==> config.mk <==
export PLATFORM = sky130hd
export DESIGN_NAME = median3x3_stream
export DESIGN_NICKNAME = d
export VERILOG_FILES = /design/src/rtl/filter_pkg.sv /design/src/rtl/median9_sort.sv /design/src/rtl/median3x3_stream.sv
export SDC_FILE = /design/constraint.sdc
export NUM_CORES = 2
export LEC_CHECK = 0
export CAP_MARGIN = 20
export CELL_PAD_IN_SITES_DETAIL_PLACEMENT = 0
export CELL_PAD_IN_SITES_GLOBAL_PLACEMENT = 1
export CORE_MARGIN = 2
export CORE_UTILIZATION = 47
export CTS_CLUSTER_SIZE = 24
export DETAILED_ROUTE_END_ITERATION = 12
export GPL_TIMING_DRIVEN = 0
export PLACE_DENSITY = 0.67
export SYNTH_ARGS = -nofsm -noshare
export SYNTH_HDL_FRONTEND = slang
export SYNTH_HIERARCHICAL = 1
export SYNTH_MEMORY_MAX_BITS = 65536
export SYNTH_SLANG_ARGS = --single-unit
==> constraint.sdc <==
create_clock -name clk -period 38.5 [get_ports clk]
set_clock_uncertainty 0.15 [all_clocks]
set_input_delay 5.775 -clock clk [delete_from_list [all_inputs] [get_ports clk]]
set_output_delay 5.775 -clock clk [all_outputs]
set_load 0.01 [all_outputs]
==> src/rtl/filter_pkg.sv <==
// Shared pixel/state types, pipeline constants and compare helpers for the median3x3 filter.
package filter_pkg;

    typedef logic [7:0] pixel_t;

    typedef enum logic [1:0] {IDLE, SCAN, DRAIN, DONE} state_t;

    localparam int unsigned PIPE_LAT   = 6;
    localparam int unsigned RD_LAT     = 2;
    localparam int unsigned MED_STAGES = 3;
    localparam pixel_t      PIX_MIN    = 8'd0;
    localparam pixel_t      PIX_MAX    = 8'd255;

    function automatic pixel_t min2(input pixel_t a, input pixel_t b);
        return (a < b) ? a : b;
    endfunction

    function automatic pixel_t max2(input pixel_t a, input pixel_t b);
        return (a < b) ? b : a;
    endfunction

    function automatic pixel_t med3(input pixel_t a, input pixel_t b, input pixel_t c);
        return max2(min2(a, b), min2(max2(a, b), c));
    endfunction

endpackage

==> src/rtl/median9_sort.sv <==
// Three-stage registered median-of-nine: row sort, column reduction, final median of three.
module median9_sort
    import filter_pkg::*;
(
    input  logic   clk,
    input  logic   rst,
    input  logic   in_valid,
    input  pixel_t win [9],
    output logic   out_valid,
    output pixel_t med
);

    pixel_t lo [3];
    pixel_t mid [3];
    pixel_t hi [3];
    pixel_t s2_lo, s2_mid, s2_hi;
    logic   v1, v2;

    // Median is med3(max of row mins, med of row meds, min of row maxes).
    always_ff @(posedge clk) begin
        if (rst) begin
            v1        <= 1'b0;
            v2        <= 1'b0;
            out_valid <= 1'b0;
            s2_lo     <= '0;
            s2_mid    <= '0;
            s2_hi     <= '0;
            med       <= '0;
            for (int unsigned i = 0; i < 3; i++) begin
                lo[i]  <= '0;
                mid[i] <= '0;
                hi[i]  <= '0;
            end
        end else begin
            v1        <= in_valid;
            v2        <= v1;
            out_valid <= v2;
            for (int unsigned i = 0; i < 3; i++) begin
                lo[i]  <= min2(min2(win[3*i], win[3*i+1]), win[3*i+2]);
                mid[i] <= med3(win[3*i], win[3*i+1], win[3*i+2]);
                hi[i]  <= max2(max2(win[3*i], win[3*i+1]), win[3*i+2]);
            end
            s2_lo  <= max2(max2(lo[0], lo[1]), lo[2]);
            s2_mid <= med3(mid[0], mid[1], mid[2]);
            s2_hi  <= min2(min2(hi[0], hi[1]), hi[2]);
            med    <= med3(s2_lo, s2_mid, s2_hi);
        end
    end

endmodule

==> src/rtl/median3x3_stream.sv <==
// Streaming 3x3 median filter reading one image RAM and writing another.
// Build option IMPULSE_ONLY_EN: only 0/255 centers are replaced by the median.
module median3x3_stream
    import filter_pkg::*;
#(
    parameter int IMG_W  = 256,
    parameter int IMG_H  = 256,
    parameter int ADDR_W = $clog2(IMG_W*IMG_H)
)(
    input  logic            clk,
    input  logic            rst,
    input  logic            start,
    output logic            busy,
    output logic            done,
    output logic            rd_en,
    output logic [ADDR_W:0] rd_addr,
    input  pixel_t          rd_data,
    output logic            out_valid,
    output logic [ADDR_W:0] out_addr,
    output pixel_t          out_data
);

    localparam int CW = $clog2(IMG_W + 1);
    localparam int RW = $clog2(IMG_H + 1);
    localparam int DW = $clog2(PIPE_LAT);
    localparam logic [CW-1:0] C_LAST = CW'(IMG_W);
    localparam logic [RW-1:0] R_LAST = RW'(IMG_H);

    typedef struct packed {
        logic              valid;
        logic              zero;
        logic [CW-1:0]     col;
        logic              center;
        logic              border;
        logic [ADDR_W-1:0] addr;
    } tag_t;

    typedef struct packed {
        logic              border;
        logic [ADDR_W-1:0] addr;
        pixel_t            center;
    } side_t;

    state_t            state, state_next;
    logic [RW-1:0]     row;
    logic [CW-1:0]     col;
    logic [ADDR_W-1:0] pix_addr, ctr_addr;
    logic [DW-1:0]     drain_cnt;
    logic              last_point, center_ok, border_pt;

    assign last_point = (row == R_LAST) && (col == C_LAST);
    assign center_ok  = (row != '0) && (col != '0);
    assign border_pt  = (row == RW'(1)) || (row == R_LAST) || (col == CW'(1)) || (col == C_LAST);

    always_ff @(posedge clk) begin
        if (rst) state <= IDLE;
        else     state <= state_next;
    end

    always_comb begin
        state_next = state;
        busy       = 1'b0;
        done       = 1'b0;
        rd_en      = 1'b0;
        case (state)
            IDLE:  if (start) state_next = SCAN;
            SCAN: begin
                busy  = 1'b1;
                rd_en = (row < R_LAST) && (col < C_LAST);
                if (last_point) state_next = DRAIN;
            end
            DRAIN: begin
                busy = 1'b1;
                if (drain_cnt == DW'(PIPE_LAT - 1)) state_next = DONE;
            end
            DONE: begin
                done       = 1'b1;
                state_next = IDLE;
            end
            default: state_next = IDLE;
        endcase
    end

    // Counters rest at zero whenever the scan is not running.
    always_ff @(posedge clk) begin
        if (rst || state == IDLE) begin
            row       <= '0;
            col       <= '0;
            pix_addr  <= '0;
            ctr_addr  <= '0;
            drain_cnt <= '0;
        end else begin
            if (state == SCAN) begin
                if (col == C_LAST) begin
                    col <= '0;
                    row <= row + RW'(1);
                end else begin
                    col <= col + CW'(1);
                end
                if (rd_en)     pix_addr <= pix_addr + ADDR_W'(1);
                if (center_ok) ctr_addr <= ctr_addr + ADDR_W'(1);
            end
            if (state == DRAIN) drain_cnt <= drain_cnt + DW'(1);
        end
    end

    assign rd_addr = {1'b0, pix_addr};

    tag_t tag_in, tag_rd;
    tag_t tag_q [RD_LAT];

    always_comb begin
        tag_in        = '0;
        tag_in.valid  = (state == SCAN);
        tag_in.zero   = !rd_en;
        tag_in.col    = col;
        tag_in.center = center_ok;
        tag_in.border = border_pt;
        tag_in.addr   = ctr_addr;
    end

    always_ff @(posedge clk) begin
        if (rst) begin
            for (int unsigned i = 0; i < RD_LAT; i++) tag_q[i] <= '0;
        end else begin
            tag_q[0] <= tag_in;
            for (int unsigned i = 1; i < RD_LAT; i++) tag_q[i] <= tag_q[i-1];
        end
    end

    assign tag_rd = tag_q[RD_LAT-1];

    pixel_t new_px;
    pixel_t lb_up  [IMG_W+1];
    pixel_t lb_mid [IMG_W+1];
    pixel_t win_top [3];
    pixel_t win_mid [3];
    pixel_t win_bot [3];

    assign new_px = tag_rd.zero ? PIX_MIN : rd_data;

    // Line buffers hold rows r-2 and r-1; the new column enters at window index 2.
    always_ff @(posedge clk) begin
        if (tag_rd.valid) begin
            lb_up[tag_rd.col]  <= lb_mid[tag_rd.col];
            lb_mid[tag_rd.col] <= new_px;
            win_top[0] <= win_top[1];
            win_top[1] <= win_top[2];
            win_top[2] <= lb_up[tag_rd.col];
            win_mid[0] <= win_mid[1];
            win_mid[1] <= win_mid[2];
            win_mid[2] <= lb_mid[tag_rd.col];
            win_bot[0] <= win_bot[1];
            win_bot[1] <= win_bot[2];
            win_bot[2] <= new_px;
        end
    end

    logic              win_valid, win_border;
    logic [ADDR_W-1:0] win_addr;

    always_ff @(posedge clk) begin
        if (rst) begin
            win_valid  <= 1'b0;
            win_border <= 1'b0;
            win_addr   <= '0;
        end else begin
            win_valid  <= tag_rd.valid && tag_rd.center;
            win_border <= tag_rd.border;
            win_addr   <= tag_rd.addr;
        end
    end

    pixel_t win [9];
    pixel_t med;

    assign win = '{win_top[0], win_top[1], win_top[2],
                   win_mid[0], win_mid[1], win_mid[2],
                   win_bot[0], win_bot[1], win_bot[2]};

    median9_sort u_sort (
        .clk       (clk),
        .rst       (rst),
        .in_valid  (win_valid),
        .win       (win),
        .out_valid (out_valid),
        .med       (med)
    );

    side_t side_q [MED_STAGES];
    side_t side_out;

    always_ff @(posedge clk) begin
        if (rst) begin
            for (int unsigned i = 0; i < MED_STAGES; i++) side_q[i] <= '0;
        end else begin
            side_q[0].border <= win_border;
            side_q[0].addr   <= win_addr;
            side_q[0].center <= win_mid[1];
            for (int unsigned i = 1; i < MED_STAGES; i++) side_q[i] <= side_q[i-1];
        end
    end

    assign side_out = side_q[MED_STAGES-1];

    logic use_med;

    always_comb begin
        use_med = !side_out.border;
`ifdef IMPULSE_ONLY_EN
        use_med = use_med && ((side_out.center == PIX_MIN) || (side_out.center == PIX_MAX));
`endif
    end

    assign out_data = use_med ? med : side_out.center;
    assign out_addr = {1'b0, side_out.addr};

endmodule

==> results.sh <==
export IMPL_status="finished clean"
export IMPL_rsz0062_at_grt="false"
export IMPL_rows=224
export IMPL_grt_start_max_net_pins=97
export IMPL_powerDensity_nw_per_um2=53.8
export IMPL_path_class="register to register"
export IMPL_ys_warn_count=6
export IMPL_ant_nets=0
export IMPL_cpMostUsedCell="buf_2"
export IMPL_synth_async_sr_flop_share_pct=0
export IMPL_grt_antenna_before_repair=81
export IMPL_cts_resized=0
export IMPL_synth_flop_cell="edfxtp_1"
export IMPL_root_buffer="clkbuf_16"
export IMPL_crit_path_end_kind="register"
export IMPL_cp_required_ns=39.08
export IMPL_die_w_um=616
export IMPL_worstMarginPinSlew_ns=1.35
export IMPL_num_io_pins=57
export IMPL_hold_class="register to register"
export IMPL_maxCapViolCount=0
export IMPL_finalCritPeriodShare_pct=23.2
export IMPL_grt_use_total_pct=38.2
export IMPL_min_period_ns=8.92
export IMPL_clk_pin_slew_ns=0.06
export IMPL_hold_viol_final=0
export IMPL_relSlewSlack_pct=7.14
export IMPL_synth_avg_cell_area_um2=20.8
export IMPL_fin_setup_tns_ns=0
export IMPL_final_cells=14807
export IMPL_worstPathCellList="buf_2, buf_2, buf_2, buf_2, buf_2, buf_2, mux4_2, a22oi_1, nand4_1, buf_16, buf_8, buf_8, buf_16, buf_8"
export IMPL_setup_viol=0
export IMPL_synth_seq_area_share_pct=74.8
export IMPL_grt_pass1_vias=94329
export IMPL_wl_per_cell_um=49.3
export IMPL_syn_to_final_growth_pct=18.0
export IMPL_grt_overflow_total=0
export IMPL_grt_pass1_wl_mm=934
export IMPL_cts_tree="built"
export IMPL_crit_slowest_cell="buf_2"
export IMPL_irDropWorstVdd_mv=0.0696
export IMPL_core_area_um2=373000
export IMPL_fin_util_pct=55.8
export IMPL_ys_ff_latch=4497
export IMPL_via_count=102318
export IMPL_final_layout_size_suffix_gt1_share_pct=30.5
export IMPL_initial_core_util_pct=47.3
export IMPL_p_leak_nw=65.1
export IMPL_h_tree_depth=5
export IMPL_nets=9576
export IMPL_vias_per_cell=6.91
export IMPL_final_cell_mix="4184 x edfxtp_1, 1171 x mux4_2, 459 x clkbuf_16, 312 x dfxtp_1, 242 x mux2i_1"
export IMPL_place_gp_congestion=1.04
export IMPL_cp_max_fo=30
export IMPL_design_area_um2=208000
export IMPL_max_clock_path_buffers=4
export IMPL_drt_iter0_drc=18977
export IMPL_arrival_ns=9.50
export IMPL_pre_cts_ws_ns=30.03
export IMPL_hold_buffers=0
export IMPL_fin_ws_ns=29.58
export IMPL_synth_edff_count=4184
export IMPL_dpl_hpwl_mm=504
export IMPL_cts_sinks=4497
export IMPL_syn_cell_area_um2=176000
export IMPL_cts_buffers=451
export IMPL_portBuffers=53
export IMPL_startpoint_type="register"
export IMPL_routed_wl_mm=730
export IMPL_slew_viol_final=0
export IMPL_dp_cells=13899
export IMPL_cp_slowest_stage_delay_ns=1.14
export IMPL_fmax_mhz=112
export IMPL_cts_setup_buffers=0
export IMPL_worstSkewPairLatency_ns=1.06
export IMPL_die_h_um=616
export IMPL_synth_cell_type_count=91
export IMPL_drtPass1Iterations=6
export IMPL_synth_cells=8468
export IMPL_remaining_drc_errors=0
export IMPL_final_common_cell="edfxtp_1"
export IMPL_place_area_um2=193000
export IMPL_die_area_um2=380000
stage by stage:
step	total power, W	hold WS, ns
6_report	0.0112	0.268
5_1_grt	0.0114	0.281
4_1_cts	0.0112	0.266
3_5_place_dp	0.00681	0.270
3_3_place_gp	0.00685	0.271
2_1_floorplan	0.00640	0.254
report_power, final:
group	internal [W]	switching, W
Sequential	0.00546	0.0000390
Combinational	0.000447	0.000779
Clock	0.00252	0.00194
Total	0.00842	0.00276
critical path, delay by kind of cell (launching register included):
family	cells	cell delay, ns
AND/OR/NAND/NOR	1	0.79
flip-flops	1	0.63
multiplexers	1	0.43
AO/OA/AOI/OAI	1	0.43
buffers and inverters	11	6.07
worst paths after layout:
check,start,end,slack (ns),cells past startpoint
setup reg to reg,tag_q[0][50],lb_up[236][2],29.58,14
setup / recovery,tag_q[0][50],lb_up[236][2],29.58,14
hold / removal,tag_q[0][20],tag_q[0][49],0.27,1
hold reg to reg,tag_q[0][20],tag_q[0][49],0.27,1
flip-flops by register name (all words and copies together) (netlist names), 24 cells and up:
register and count:
side_q 75, u_sort/hi 24, tag_q 58, win_top 24, win_mid 24, lb_mid 2056, u_sort/lo 24, win_bot 24
lb_up 2056, u_sort/mid 24
layer usage:
layer	GRT usage, %	routed length, um	share of wire [%]	vias to the layer above
met5	0.114	378	0.052	-
met4	27.9	66600	9.1	22
met3	14.9	104000	14	2072
met2	55.7	318000	44	8992
met1	46.5	241000	33	54261
li1	-	-	-	36971
cell type report:
type	instances	area, um2
Clock inverter	261	2740
Inverter	159	597
Multi-Input combinational cell	3359	42900
Antenna cell	65	163
Fill cell	27961	165000
Clock buffer	565	12000
Tap cell	4972	6220
Timing Repair Buffer	475	8910
Buffer	454	2580
Sequential cell	4497	132000
cells by family (layout without fill, tap and decap cells):
group                    count (synthesis)  count (layout)  synth area share [%]
AO/OA/AOI/OAI                          609             609                  2.44
XOR/XNOR                                43              43                 0.214
AND/OR/NAND/NOR                       1064            1064                  2.88
multiplexers                          1473            1473                  16.7
other                                    1              67               0.00213
buffers and inverters                  613            1914                  1.73
adder cells (fa/ha/maj)                168             168                  1.19
flip-flops                            4497            4497                  74.8
cell usage after synthesis, types with 10 or more instances:
master     number  share of area (%)
nand4_1        37               0.13
o31ai_1        25               0.11
buf_2         131               0.37
a2111oi_0      12              0.060
mux2_2         54               0.34
dfxtp_1       313                3.6
nand2_1       162               0.34
and2_1         19              0.067
nor2_1        430               0.92
o21a_1         17              0.072
a22o_1         14              0.070
ha_1          168                1.2
nand2b_1       21              0.075
a311oi_1       23               0.11
buf_1          30              0.064
clkbuf_1      180               0.38
a22oi_1        71               0.30
a211o_1        10              0.050
inv_1         154               0.33
a21oi_1       119               0.34
o21ai_0       103               0.29
xor2_1         30               0.15
and3_1         17              0.060
or2_2          17              0.060
nor2b_1       183               0.65
o22ai_1        13              0.046
nor3_1         32              0.091
buf_4          75               0.32
mux2i_1       243                1.4
nand3_1       102               0.29
mux4_2       1171                 15
or3_1          12              0.043
o211ai_1       10              0.043
xnor2_1        13              0.065
a211oi_1       47               0.20
edfxtp_1     4184                 71
a21o_1         38               0.16
buf_6          35               0.22
No activity file was read; power rests on OpenSTA's default activity.
